--- config.mk ---
export PLATFORM = sky130hd
export DESIGN_NAME = spi_slave
export DESIGN_NICKNAME = d
export VERILOG_FILES = /design/src/rtl/spi_slave_pkg.sv /design/src/rtl/spi_sync_edge.sv /design/src/rtl/spi_slave.sv
export SDC_FILE = /design/constraint.sdc
export NUM_CORES = 1
export LEC_CHECK = 0
export CORE_MARGIN = 4
export CORE_UTILIZATION = 54
export CTS_CLUSTER_SIZE = 24
export DETAILED_ROUTE_END_ITERATION = 6
export PLACE_DENSITY = 0.88
export SLEW_MARGIN = 20
export SYNTH_ARGS = -nofsm -noshare
export SYNTH_HDL_FRONTEND = slang
export SYNTH_SLANG_ARGS = --single-unit
--- constraint.sdc ---
create_clock -name clk -period 2.5 [get_ports clk]
set_clock_uncertainty 0.1 [all_clocks]
set_input_delay 0.5 -clock clk [delete_from_list [all_inputs] [get_ports clk]]
set_output_delay 0.5 -clock clk [all_outputs]
set_load 0.01 [all_outputs]
--- src/rtl/spi_slave_pkg.sv ---
// Shared types and helpers for the SPI responder (spi_slave and spi_sync_edge).
// The optional build macro SPI_SLAVE_LSB_FIRST_EN is consumed by spi_slave.
package spi_slave_pkg;

  localparam int SPI_DATA_W = 32;

  typedef enum logic {
    IDLE,
    SHIFT
  } spi_state_t;

  // Bit-counter width; guarded so a degenerate width still yields a legal vector.
  function automatic int spi_cnt_width(input int data_w);
    return (data_w > 1) ? $clog2(data_w) : 1;
  endfunction

endpackage

--- src/rtl/spi_sync_edge.sv ---
// Two-flop synchronizer plus edge-detect flop for an asynchronous SPI pin.
// rise/fall are registered one-cycle pulses; level is the value that produced them.
module spi_sync_edge #(
  parameter logic RESET_VAL = 1'b0
) (
  input  logic clk,
  input  logic reset_n,
  input  logic din,
  output logic level,
  output logic rise,
  output logic fall
);

  logic sync_1;
  logic sync_2;
  logic sync_3;

  always_ff @(posedge clk or negedge reset_n) begin
    if (!reset_n) begin
      sync_1 <= RESET_VAL;
      sync_2 <= RESET_VAL;
      sync_3 <= RESET_VAL;
      rise   <= 1'b0;
      fall   <= 1'b0;
    end else begin
      sync_1 <= din;
      sync_2 <= sync_1;
      sync_3 <= sync_2;
      rise   <= sync_2 & ~sync_3;
      fall   <= ~sync_2 & sync_3;
    end
  end

  assign level = sync_3;

endmodule

--- src/rtl/spi_slave.sv ---
// SPI mode-0 responder: oversamples sclk/ss_n/mosi and exchanges one DATA_W-bit word per frame.
// Define SPI_SLAVE_LSB_FIRST_EN for LSB-first framing in both directions (default MSB first).
module spi_slave
  import spi_slave_pkg::*;
#(
  parameter int DATA_W = SPI_DATA_W
) (
  input  logic              clk,
  input  logic              reset_n,
  input  logic              sclk,
  input  logic              ss_n,
  input  logic              mosi,
  output logic              miso,
  input  logic [DATA_W-1:0] tx_data,
  input  logic              tx_load,
  output logic [DATA_W-1:0] rx_data,
  output logic              rx_valid,
  input  logic              rx_ack,
  output logic              rx_overrun,
  output logic              tx_underrun,
  output logic              busy
);

  localparam int CNT_W = spi_cnt_width(DATA_W);
  localparam logic [CNT_W-1:0] LAST_BIT = CNT_W'(DATA_W - 1);

  spi_state_t state, next_state;

  logic              sclk_level, sclk_rise, sclk_fall;
  logic              ss_level, ss_rise, ss_fall;
  logic              mosi_meta, mosi_sync;
  logic [CNT_W-1:0]  bit_cnt;
  logic [DATA_W-1:0] rx_shift, rx_next;
  logic [DATA_W-1:0] tx_shift, tx_next;
  logic [DATA_W-1:0] tx_hold, frame_word;
  logic              tx_pending;
  logic              frame_bit, shift_bit;
  logic              start, do_rise, do_fall, complete;

  spi_sync_edge #(.RESET_VAL(1'b0)) u_sclk_sync (
    .clk     (clk),
    .reset_n (reset_n),
    .din     (sclk),
    .level   (sclk_level),
    .rise    (sclk_rise),
    .fall    (sclk_fall)
  );

  spi_sync_edge #(.RESET_VAL(1'b1)) u_ss_sync (
    .clk     (clk),
    .reset_n (reset_n),
    .din     (ss_n),
    .level   (ss_level),
    .rise    (ss_rise),
    .fall    (ss_fall)
  );

  always_ff @(posedge clk or negedge reset_n) begin
    if (!reset_n) begin
      mosi_meta <= 1'b0;
      mosi_sync <= 1'b0;
    end else begin
      mosi_meta <= mosi;
      mosi_sync <= mosi_meta;
    end
  end

  // An unloaded holding register sends zeros rather than repeating stale data.
  assign frame_word = tx_pending ? tx_hold : '0;

`ifdef SPI_SLAVE_LSB_FIRST_EN
  assign rx_next   = (rx_shift >> 1) | {mosi_sync, {(DATA_W-1){1'b0}}};
  assign tx_next   = tx_shift >> 1;
  assign frame_bit = frame_word[0];
  assign shift_bit = tx_next[0];
`else
  assign rx_next   = (rx_shift << 1) | DATA_W'(mosi_sync);
  assign tx_next   = tx_shift << 1;
  assign frame_bit = frame_word[DATA_W-1];
  assign shift_bit = tx_next[DATA_W-1];
`endif

  always_ff @(posedge clk or negedge reset_n) begin
    if (!reset_n) begin
      state <= IDLE;
    end else begin
      state <= next_state;
    end
  end

  // Only an ss_n fall starts a frame, so sclk edges after completion are ignored.
  always_comb begin
    next_state = state;
    start      = 1'b0;
    do_rise    = 1'b0;
    do_fall    = 1'b0;
    complete   = 1'b0;
    case (state)
      IDLE: begin
        if (ss_fall && !ss_level) begin
          start      = 1'b1;
          next_state = SHIFT;
        end
      end
      SHIFT: begin
        if (ss_rise) begin
          next_state = IDLE;
        end else if (sclk_rise && sclk_level) begin
          do_rise = 1'b1;
          if (bit_cnt == LAST_BIT) begin
            complete   = 1'b1;
            next_state = IDLE;
          end
        end else if (sclk_fall && !sclk_level) begin
          do_fall = 1'b1;
        end
      end
      default: next_state = IDLE;
    endcase
  end

  // A load coinciding with a frame start is kept for the following frame.
  always_ff @(posedge clk or negedge reset_n) begin
    if (!reset_n) begin
      tx_hold    <= '0;
      tx_pending <= 1'b0;
    end else if (tx_load) begin
      tx_hold    <= tx_data;
      tx_pending <= 1'b1;
    end else if (start) begin
      tx_pending <= 1'b0;
    end
  end

  always_ff @(posedge clk or negedge reset_n) begin
    if (!reset_n) begin
      tx_shift    <= '0;
      rx_shift    <= '0;
      bit_cnt     <= '0;
      miso        <= 1'b0;
      tx_underrun <= 1'b0;
      busy        <= 1'b0;
    end else begin
      tx_underrun <= 1'b0;
      busy        <= (next_state == SHIFT);
      if (start) begin
        tx_shift    <= frame_word;
        miso        <= frame_bit;
        rx_shift    <= '0;
        bit_cnt     <= '0;
        tx_underrun <= ~tx_pending;
      end
      if (do_rise) begin
        rx_shift <= rx_next;
        bit_cnt  <= bit_cnt + 1'b1;
      end
      if (do_fall) begin
        tx_shift <= tx_next;
        miso     <= shift_bit;
      end
    end
  end

  // A completing word takes priority over a simultaneous acknowledge.
  always_ff @(posedge clk or negedge reset_n) begin
    if (!reset_n) begin
      rx_data    <= '0;
      rx_valid   <= 1'b0;
      rx_overrun <= 1'b0;
    end else begin
      rx_overrun <= 1'b0;
      if (complete) begin
        rx_data    <= rx_next;
        rx_valid   <= 1'b1;
        rx_overrun <= rx_valid & ~rx_ack;
      end else if (rx_ack && rx_valid) begin
        rx_valid <= 1'b0;
      end
    end
  end

endmodule

; ---- After elaboration in Yosys (flattened, before gate mapping)
; Index checks and enable logic that the tools add are counted.
[word_totals]
input_bits = 39
register_bits = 149
wordCells = 80
[classes]
n_bitwise = 13
n_addsub = 1
n_eq_ne = 1
n_reduce_logical = 10
mux = 32
[ops]
columns = op, count
row1 = $mux 31, 4
row2 = $mux 32, 1
row3 = $or 32x1->32, 1
row4 = $mux 1, 24
row5 = $mux 5, 2
row6 = $reduce_bool 2->1, 4
row7 = $not 1->1, 7
row8 = $add 5x1->5 const B, 1
row9 = $and 1x1->1, 5
row10 = $eq 5x5->1 const B, 1
row11 = $logic_and 1x1->1, 4
row12 = $logic_not 1->1, 2
row13 = $pmux 1 s2, 1

; ---- Logic depth before layout (Yosys ltp)
; Gate-level depths: netlist (run 1).
[logic_depth]
ltp_word = 7
ltp_mapped = 7

; ---- Hierarchy
; A second synthesis (run 1) with hierarchy kept.
[hier_totals]
cells_unflattened = 401
hier_area_um2 = 5723.0
[by_module_without_submodules]
columns = module, n_inst, seq_area_each_um2, area_per_inst_um2, cells_per_inst
row1 = spi_slave, 1, 3478.3, 5439.0, 387
row2 = spi_sync_edge at u_ss_sync, 1, 128.9, 143.9, 7
row3 = spi_sync_edge at u_sclk_sync, 1, 125.1, 140.1, 7

; ---- Worst setup path after synthesis (run 1)
; No wires, ideal clock.
[synth_timing]
path_type = register to register
from = register bit_cnt[0]
to = register rx_data[10]
n_path_buf = 1
setup_ps = 128
path_slack_ps = 625
period_less_slack_ps = 1875
path_stages_with_launch = 8
arrival_time_ps = 1647
cell_sequence = dfrtp_1 ha_1 and3_1 ha_1 nand3_1 nor2_2 buf_4 mux2_1
[synth_between]
elab_chain_cells = 5
[synth_rtl]
columns = item, line
row1 = "start, declared", spi_slave.sv:32  ; logic [CNT_W-1:0] bit_cnt;
row2 = "start signal, assigned", spi_slave.sv:155  ; bit_cnt <= bit_cnt + 1'b1;
row3 = $eq 5x5->1, spi_slave.sv:110  ; if (bit_cnt == LAST_BIT) begin
row4 = $mux 1, spi_slave.sv:110
row5 = $mux 1, spi_slave.sv:108  ; end else if (sclk_rise && sclk_level) begin
row6 = $mux 1, spi_slave.sv:106  ; if (ss_rise) begin
row7 = $mux 1, spi_slave.sv:98  ; case (state)
row8 = "end signal, assigned", spi_slave.sv:173  ; rx_data <= rx_next;
row9 = "end, declared", spi_slave.sv:16  ; output logic [DATA_W-1:0] rx_data,
; No other way between the ends.
; A chain may end at the register's enable or synchronous reset.

; ---- Worst setup path after layout (run 1)
[layout_timing]
from = register busy
to = output port busy
[layout_lines]
columns = item, line
row1 = "start, declared", spi_slave.sv:21  ; output logic busy
row2 = "start signal, assigned", spi_slave.sv:145  ; busy <= (next_state == SHIFT);
; No word-level cell between the ends.

==> results of run 1 <==
## sequential cells by signal, indices dropped and copies added (netlist names), 5 cells and up
signal	count
tx_shift	31
rx_shift	31
tx_hold	32
rx_data	32
bit_cnt	5
## cell usage in the layout (no fill, tap or decap), types with 3 or more instances in the layout
cell type,netlist,routed
sky130_fd_sc_hd__dfrtp_1,146,146
sky130_fd_sc_hd__clkdlybuf4s50_1,0,74
sky130_fd_sc_hd__nand2_1,51,51
sky130_fd_sc_hd__mux2_2,35,35
sky130_fd_sc_hd__a22o_1,33,33
sky130_fd_sc_hd__mux2_1,31,31
sky130_fd_sc_hd__nand3_1,16,16
sky130_fd_sc_hd__clkbuf_16,0,16
sky130_fd_sc_hd__nor2_1,15,15
sky130_fd_sc_hd__a31oi_1,14,14
sky130_fd_sc_hd__o221a_1,11,11
sky130_fd_sc_hd__buf_4,4,8
sky130_fd_sc_hd__o221a_2,6,6
sky130_fd_sc_hd__nor2b_1,4,4
sky130_fd_sc_hd__buf_12,0,4
sky130_fd_sc_hd__bufinv_16,0,3
sky130_fd_sc_hd__clkinvlp_4,0,3
sky130_fd_sc_hd__clkinv_2,0,3
sky130_fd_sc_hd__dfstp_2,3,3
## worst paths after layout
path,end,slack (ns),cells after the start
min in group asynchronous,mosi_meta,0.43,2
worst min-delay path,u_sclk_sync.sync_2,0.25,0
worst max-delay path,busy,0.27,1
worst max register to register,rx_data[4],0.36,7
max in group asynchronous,tx_hold[21],1.22,3
worst min register to register,u_sclk_sync.sync_2,0.25,0
## routing by layer
metal | up-vias | GRT usage | routed length [um]
met3 | 20 | 0.0497 | 506
li1 | 1651 | - | -
met1 | 1912 | 0.244 | 4940
met4 | 0 | 0.0805 | 226
met2 | 112 | 0.352 | 6290
met5 | - | 0 | 0
## final cells by class
type | count | area, um^2
Fill cell | 650 | 3090
Inverter | 1 | 3.75
Timing Repair Buffer | 88 | 902
Sequential cell | 149 | 3730
Clock inverter | 12 | 154
Tap cell | 136 | 170
Clock buffer | 20 | 435
Multi-Input combinational cell | 236 | 1840
## report_power, final
part	total (uW)	internal [uW]	switching, uW
clock network	2520	1550	974
registers	2840	2660	177
logic	504	277	228
total	5870	4490	1380
## cell families (layout without fill, tap and decap cells)
family	count (synthesis)	in the layout	share of synthesized area
DFF	149	149	0.653
and+or+nand+nor	98	98	0.0779
adders and majority gates	2	2	0.00438
AOI/OAI and AO/OA	68	68	0.104
muxes	68	68	0.134
buffers and inverters	30	121	0.0274
## per-stage QoR
step	utilization	hold WS (ns)
final	0.701	0.248
after global routing	0.701	0.256
after CTS	0.701	0.250
after detailed placement	0.643	0.236
after global placement	0.643	0.235
after floorplan	-	0.104
==> results.md, run 1 <==
Logic synthesis:
- The post-synthesis area per instance is 13.8 um^2.
- The fraction of post-synthesis cell area in the top cell type by area is 0.639.
- The number of enable-type register cells in the synthesized netlist is 0.
- The synthesized netlist occupies a cell area of 0.00572 mm^2.
- In this run, synthesis produced a sequential element count of 149.
- Yosys mapped the design onto 34 distinct sky130hd cell types.
- Among all cell types in the netlist, the one instantiated most often is sky130_fd_sc_hd__dfrtp_1.
- By count the netlist is led by sky130_fd_sc_hd__dfrtp_1 (146), sky130_fd_sc_hd__nand2_1 (51), sky130_fd_sc_hd__mux2_2 (35).
- The flip-flop cell with the highest count after synthesis is sky130_fd_sc_hd__dfrtp_1.
- The net count of the mapped netlist is 456.
- Counting every instance in the synthesized netlist gives 415.
- The number of synthesis warnings is 0.
- The share of async-settable or async-resettable flops after synthesis is 1.00.
- Of the synthesized area, sequential elements account for 0.653.
- Sorting the synthesized cells by area gives the leading types as sky130_fd_sc_hd__dfrtp_1 (64%), sky130_fd_sc_hd__mux2_2 (6.9%), sky130_fd_sc_hd__mux2_1 (6.1%), sky130_fd_sc_hd__a22o_1 (5.1%), sky130_fd_sc_hd__nand2_1 (3.3%).
- The synthesized design spends more area on one cell type than any other, namely sky130_fd_sc_hd__dfrtp_1.

Clock tree:
- The clock drives 149 sinks.
- The H-tree generated during clock tree synthesis spans 4 levels.
- After clock tree synthesis, the clock-pin slew on the worst setup and hold paths is 0.06 ns.
- After clock tree synthesis, the flow added hold-fix buffers numbering 1.
- The worst-case clock buffer depth is 2.
- Once the clock tree was built, the setup fixing pass inserted 0 buffers.
- The clock tree from TritonCTS is built.
- The clock buffer count from CTS is 17.
- For the worst-skew pair, the clock arrives at the later sink with an insertion delay of 0.52 ns.
- The count of cells resized by post-cts repair is 0.
- The cell sitting at the root of the clock tree is a sky130_fd_sc_hd__clkbuf_8.

Placement:
- The number of placed instances with taps included is 609.
- OpenSTA, run right after detailed placement, puts the worst setup slack at 0.448 ns.
- Buffers placed on the I/O ports in this run total 75.
- Detailed placement finished with a half-perimeter wire length of 7.03 mm.
- Routability-driven placement finished with a final weighted congestion of 0.763.
- The standard cell area after detailed placement is 0.00664 mm^2.

STA:
- The actual transition at the worst max-transition pin is 0.739 ns.
- The max-slew violation count was 0.
- The final number of hold-violating endpoints was 0.
- The share of the cycle needed by the critical path after routing is 0.893.
- The remaining max-slew budget at the tightest pin is 0.507.
- The total negative setup slack is 0 ns.
- The final count of negative-setup-slack endpoints is 0.
- The minimum setup slack in the final design is 0.267 ns.
- Setup repair after global routing left no endpoint under its margin.
- Subtracting the final worst setup slack from the clock period gives 2.23 ns.
- Based on the critical path, the design can be clocked at up to 448 MHz.

Setup path:
- The slowest stage of the critical path belongs to the cell sky130_fd_sc_hd__clkdlybuf4s50_1.
- The endpoint required time on the critical path is 1.90 ns.
- In this run the worst setup path begins at busy.
- The type of element capturing the critical path is an output port.
- Traced cell by cell, the critical path runs through clkdlybuf4s50_1.
- STA classifies the critical path startpoint as a flop.
- Together, buffers and inverters on the worst path number 1.
- The type of the setup path with the least slack is flop to output port.
- Along the worst path, the maximum fanout reaches 6.
- The critical path arrival is 1.63 ns.
- The launch point of the worst reg-to-reg path is bit_cnt[0].
- The gate family responsible for the most delay along the worst path is buffers and inverters.
- The critical path's largest stage delay is 0.63 ns.

Power and ir drop:
- IR analysis of the VDD net gives a maximum drop of 0.414 mV.
- The leakage component of the power is 0.00331 uW.
- Total power for the finished layout comes to 5870 uW.
- The total power divided by cell area is 810 mW/mm^2.

Cells and area:
- 0 antenna diodes ended up in the layout.
- Of the cells placed in the final design, the portion with a size suffix greater than 1 is 0.182.
- The area overhead of the layout relative to synthesis is 26.6%.
- The layout net count is 534.
- The post-route standard cell area excluding fillers is 0.00724 mm^2.
- The non-filler instance count after layout is 642.

Drt:
- For this block, the initial DRC count from the detailed router was 293.
- The total DRC errors in the routed layout is 0.
- Dividing the detail-routed via count by the number of cells gives 5.76.
- Once detail routing completed, the nets flagged for antenna violations numbered 0.
- The number of iterations in the first detailed-routing pass is 4.
- For this block, the routed nets add up to 12.0 mm of wire.
- The wire length per cell after detailed routing is 18.6 um.
- The detailed router placed 3,695 vias in this run.

Global route:
- The first-pass GRT wire length is 19.8 mm.
- The number of global-route vias before repair is 3,924.
- The number of antenna violations at the first check in global routing came to 0.
- Entering global routing, the biggest net connects 64 pins.
- Across every metal layer, demand over resource in global routing totals 0.203.
- The total grt overflow is 0.

Floorplan:
- The x dimension of the die is 111 um.
- The full die area is 0.0123 mm^2.
- The floorplan step defined a core boundary enclosing 0.0103 mm^2.
- During I/O placement, the number of pins put on the boundary was 76.
- The die outline height is 111 um.
- In this run the core area contains 37 standard-cell rows.
- For this configuration, the core starts out at a cell density of 0.554.

Outcome:
- The flow ran to the end, and the final reports show no timing, DRC or antenna violations.

Min path:
- The startpoint of the worst hold path is u_sclk_sync.sync_1.
- The min-delay analysis places its worst path in the category flop to flop.

Job:
- Across the run, the number of max-cap violations was 0.
No activity file was read; power rests on OpenSTA's default activity.
==> inputs of run 2 (changes only) <==
- RECOVER_POWER: unset -> 25
==> results.md, run 2 (synthesis gave the netlist of run 1 again) <==
Min path:
- The worst hold path belongs to the class flop to flop.

Outcome:
- The checks that failed: capacitance limit, slew limit.
- The flow ran to the end, but the final reports show violations.

Drt:
- The detailed router used layers up to and including met4.
- The number of violations reported at the end of detailed-routing iteration 0 is 309 (+5.5%).
- The ratio of routed vias to standard cells is 5.74 (-0.19%).
- The number of iterations in the first detailed-routing pass is 5 (+1).
- The routed length on met1 is 4.88 mm (-1.0%).
- The detailed-routed wire length on met2 was 6.35 mm (+0.89%).
- The number of antenna-violating nets in the routed design is 0 (unchanged).
- The wire length on met3 is 549 um (+8.5%).
- The wire length per cell after detailed routing was 18.6 um (about the same).
- The count of vias placed by the detailed router is 3,688 (-0.19%).
- The final wirelength is 12.0 mm (about the same).
- The total DRC errors in the routed layout came to 0 (unchanged).

Floorplan:
- The x dimension of the die is 111 um (unchanged).
- The standard cell core area is 0.0103 mm^2 (unchanged).
- The die outline height came to 111 um (unchanged).
- The full die area is 0.0123 mm^2 (unchanged).
- The number of core rows is 37 (unchanged).
- The initial cell density of the core is 0.554 (unchanged).
- The total I/O pin count is 76 (unchanged).

Power and ir drop:
- The leakage component of the power came to 0.00331 uW (about the same).
- The total power divided by cell area was 811 mW/mm^2 (about the same).
- The maximum VDD drop is 0.414 mV (about the same).

Cells and area:
- The layout net count was 534 (unchanged).
- The post-route standard cell area excluding fillers is 0.00723 mm^2 (about the same).
- In the layout the commonest cells are sky130_fd_sc_hd__dfrtp_1 (146), sky130_fd_sc_hd__clkdlybuf4s50_1 (70), sky130_fd_sc_hd__nand2_1 (51), sky130_fd_sc_hd__mux2_2 (35), sky130_fd_sc_hd__a22o_1 (33).
- The area overhead of the layout relative to synthesis is 26.5% (about the same).
- In the final layout, the registers with the most flip-flops are rx_data (32), tx_hold (32).
- The most common cell after layout, fill and taps aside is sky130_fd_sc_hd__dfrtp_1.
- The final antenna diode count is 0 (unchanged).
- The fraction of layout instances using a drive strength above 1 is 0.178 (-0.00395).
- The filler cell count is 652 (+0.31%).

Setup path:
- The maximum fanout encountered on the critical timing path is 6 (unchanged).
- Traced cell by cell, the critical path runs through clkdlybuf4s50_1.
- The critical path arrival came to 1.63 ns (about the same).
- The gate family responsible for the most delay along the worst path is buffers and inverters.
- The critical path's largest stage delay is 0.62 ns (about the same).
- The critical path in this run is classified as flop to output port.
- The buffer and inverter count on the worst path is 1 (unchanged).
- The type of element capturing the critical path is an output port.
- The endpoint required time on the critical path is 1.90 ns (about the same).
- The worst setup path is launched from a flop.
- The slowest stage of the critical path is the sky130_fd_sc_hd__clkdlybuf4s50_1 cell.

Global route:
- The pin count of the biggest net entering global routing is 64 (unchanged).
- The total grt overflow was 0 (unchanged).
- The number of antenna violations at the first check in global routing came to 0 (unchanged).
- The first-pass GRT wire length is 19.8 mm (unchanged).
- The number of global-route vias before repair is 3,924 (unchanged).
- The global-route total usage across every layer came to 0.203 (unchanged).

Clock tree:
- The clock buffer count from CTS is 17 (unchanged).
- The number of clock sinks is 149 (unchanged).
- The count of cells resized by post-cts repair is 0 (unchanged).
- The source-to-sink clock delay at the later pin of the worst-skew pair came to 0.52 ns (about the same).
- TritonCTS built the clock tree.
- The worst-case clock buffer depth is 2 (unchanged).
- The post-CTS setup-driven buffer insertion count is 0 (unchanged).
- The hold buffer count at cts is 1 (unchanged).
- The number of levels the H-tree was split into is 4 (unchanged).
- The root buffer cell is sky130_fd_sc_hd__clkbuf_8.
- The clock-pin transition on the worst setup and hold timing paths was 0.06 ns (about the same).

STA:
- The total negative setup slack is 0 ns (unchanged).
- The final number of hold-violating endpoints is 0 (unchanged).
- The shortest clock period the worst path allows after layout is 2.23 ns (-0.000339 ns).
- The max-slew violation count is 62 (+62).
- The share of the cycle needed by the critical path after routing is 0.893 (about the same).
- Setup repair after global routing left no endpoint under its margin.
- The final count of negative-setup-slack endpoints is 0 (unchanged).
- The actual transition at the worst max-transition pin came to 1.57 ns (+0.831 ns).
- The remaining max-slew budget at the tightest pin is -0.0465 (-0.554).
- The highest attainable clock frequency is 448 MHz (about the same).

Placement:
- The final estimated routing congestion in global placement is 0.763 (unchanged).
- The standard cell area after detailed placement is 0.00664 mm^2 (unchanged).
- The detailed placer's ending HPWL is 7.03 mm (unchanged).
- The number of buffers inserted by port buffering is 75 (unchanged).

Job:
- The max-cap check violation count is 1 (+1).
-- run 2: cell type report --
class                           instances  area, um^2  share of cell area
Tap cell                              136         170              0.0235
Sequential cell                       149        3730               0.516
Clock buffer                           20         435              0.0602
Inverter                                1        3.75            0.000519
Timing Repair Buffer                   88         896               0.124
Multi-Input combinational cell        236        1840               0.254
Clock inverter                         12         154              0.0213
-- run 2: through the flow --
| stage | instances | utilization | total power (uW) | setup slack, ns | hold WS [ns] |
|---|---|---|---|---|---|
| 6_report | 642 | 0.700 | 5860 | 0.267 | 0.248 |
| 5_1_grt | 642 | 0.700 | 6080 | 0.181 | 0.256 |
| 4_1_cts | 642 | 0.701 | 5900 | 0.240 | 0.250 |
| 3_5_place_dp | 609 | 0.643 | 3360 | 0.448 | 0.236 |
| 3_3_place_gp | 609 | 0.643 | 3310 | 0.503 | 0.235 |
| 2_1_floorplan | 415 | - | 3120 | 0.625 | 0.104 |
-- run 2: final timing paths --
kind | startpoint | end | slack (ns) | cells after the start
setup / recovery | busy | busy | 0.27 | 1
min in group asynchronous | reset_n | mosi_meta | 0.82 | 2
hold / removal | u_sclk_sync.sync_1 | u_sclk_sync.sync_2 | 0.25 | 0
max in group asynchronous | reset_n | tx_pending | 0.54 | 3
setup reg to reg | bit_cnt[0] | rx_data[4] | 0.36 | 7
hold reg to reg | u_sclk_sync.sync_1 | u_sclk_sync.sync_2 | 0.25 | 0
-- run 2: per-layer routing --
| layer | global-route usage | vias to the layer above |
|---|---|---|
| met3 | 0.0497 | 14 |
| li1 | - | 1652 |
| met5 | 0 | - |
| met1 | 0.244 | 1905 |
| met4 | 0.0805 | 0 |
| met2 | 0.352 | 117 |
-- run 2: power by group --
group	internal, uW	leakage [uW]	switching (uW)
Combinational	275	0.00113	226
Clock	1550	0.000281	974
Sequential	2660	0.00190	176
Total	4480	0.00331	1380
==> inputs of run 3 (changes only) <==
- CAP_MARGIN: unset -> 20
==> results of run 3 <==
Final layout, timing and power as in run 2 (identical DEF).
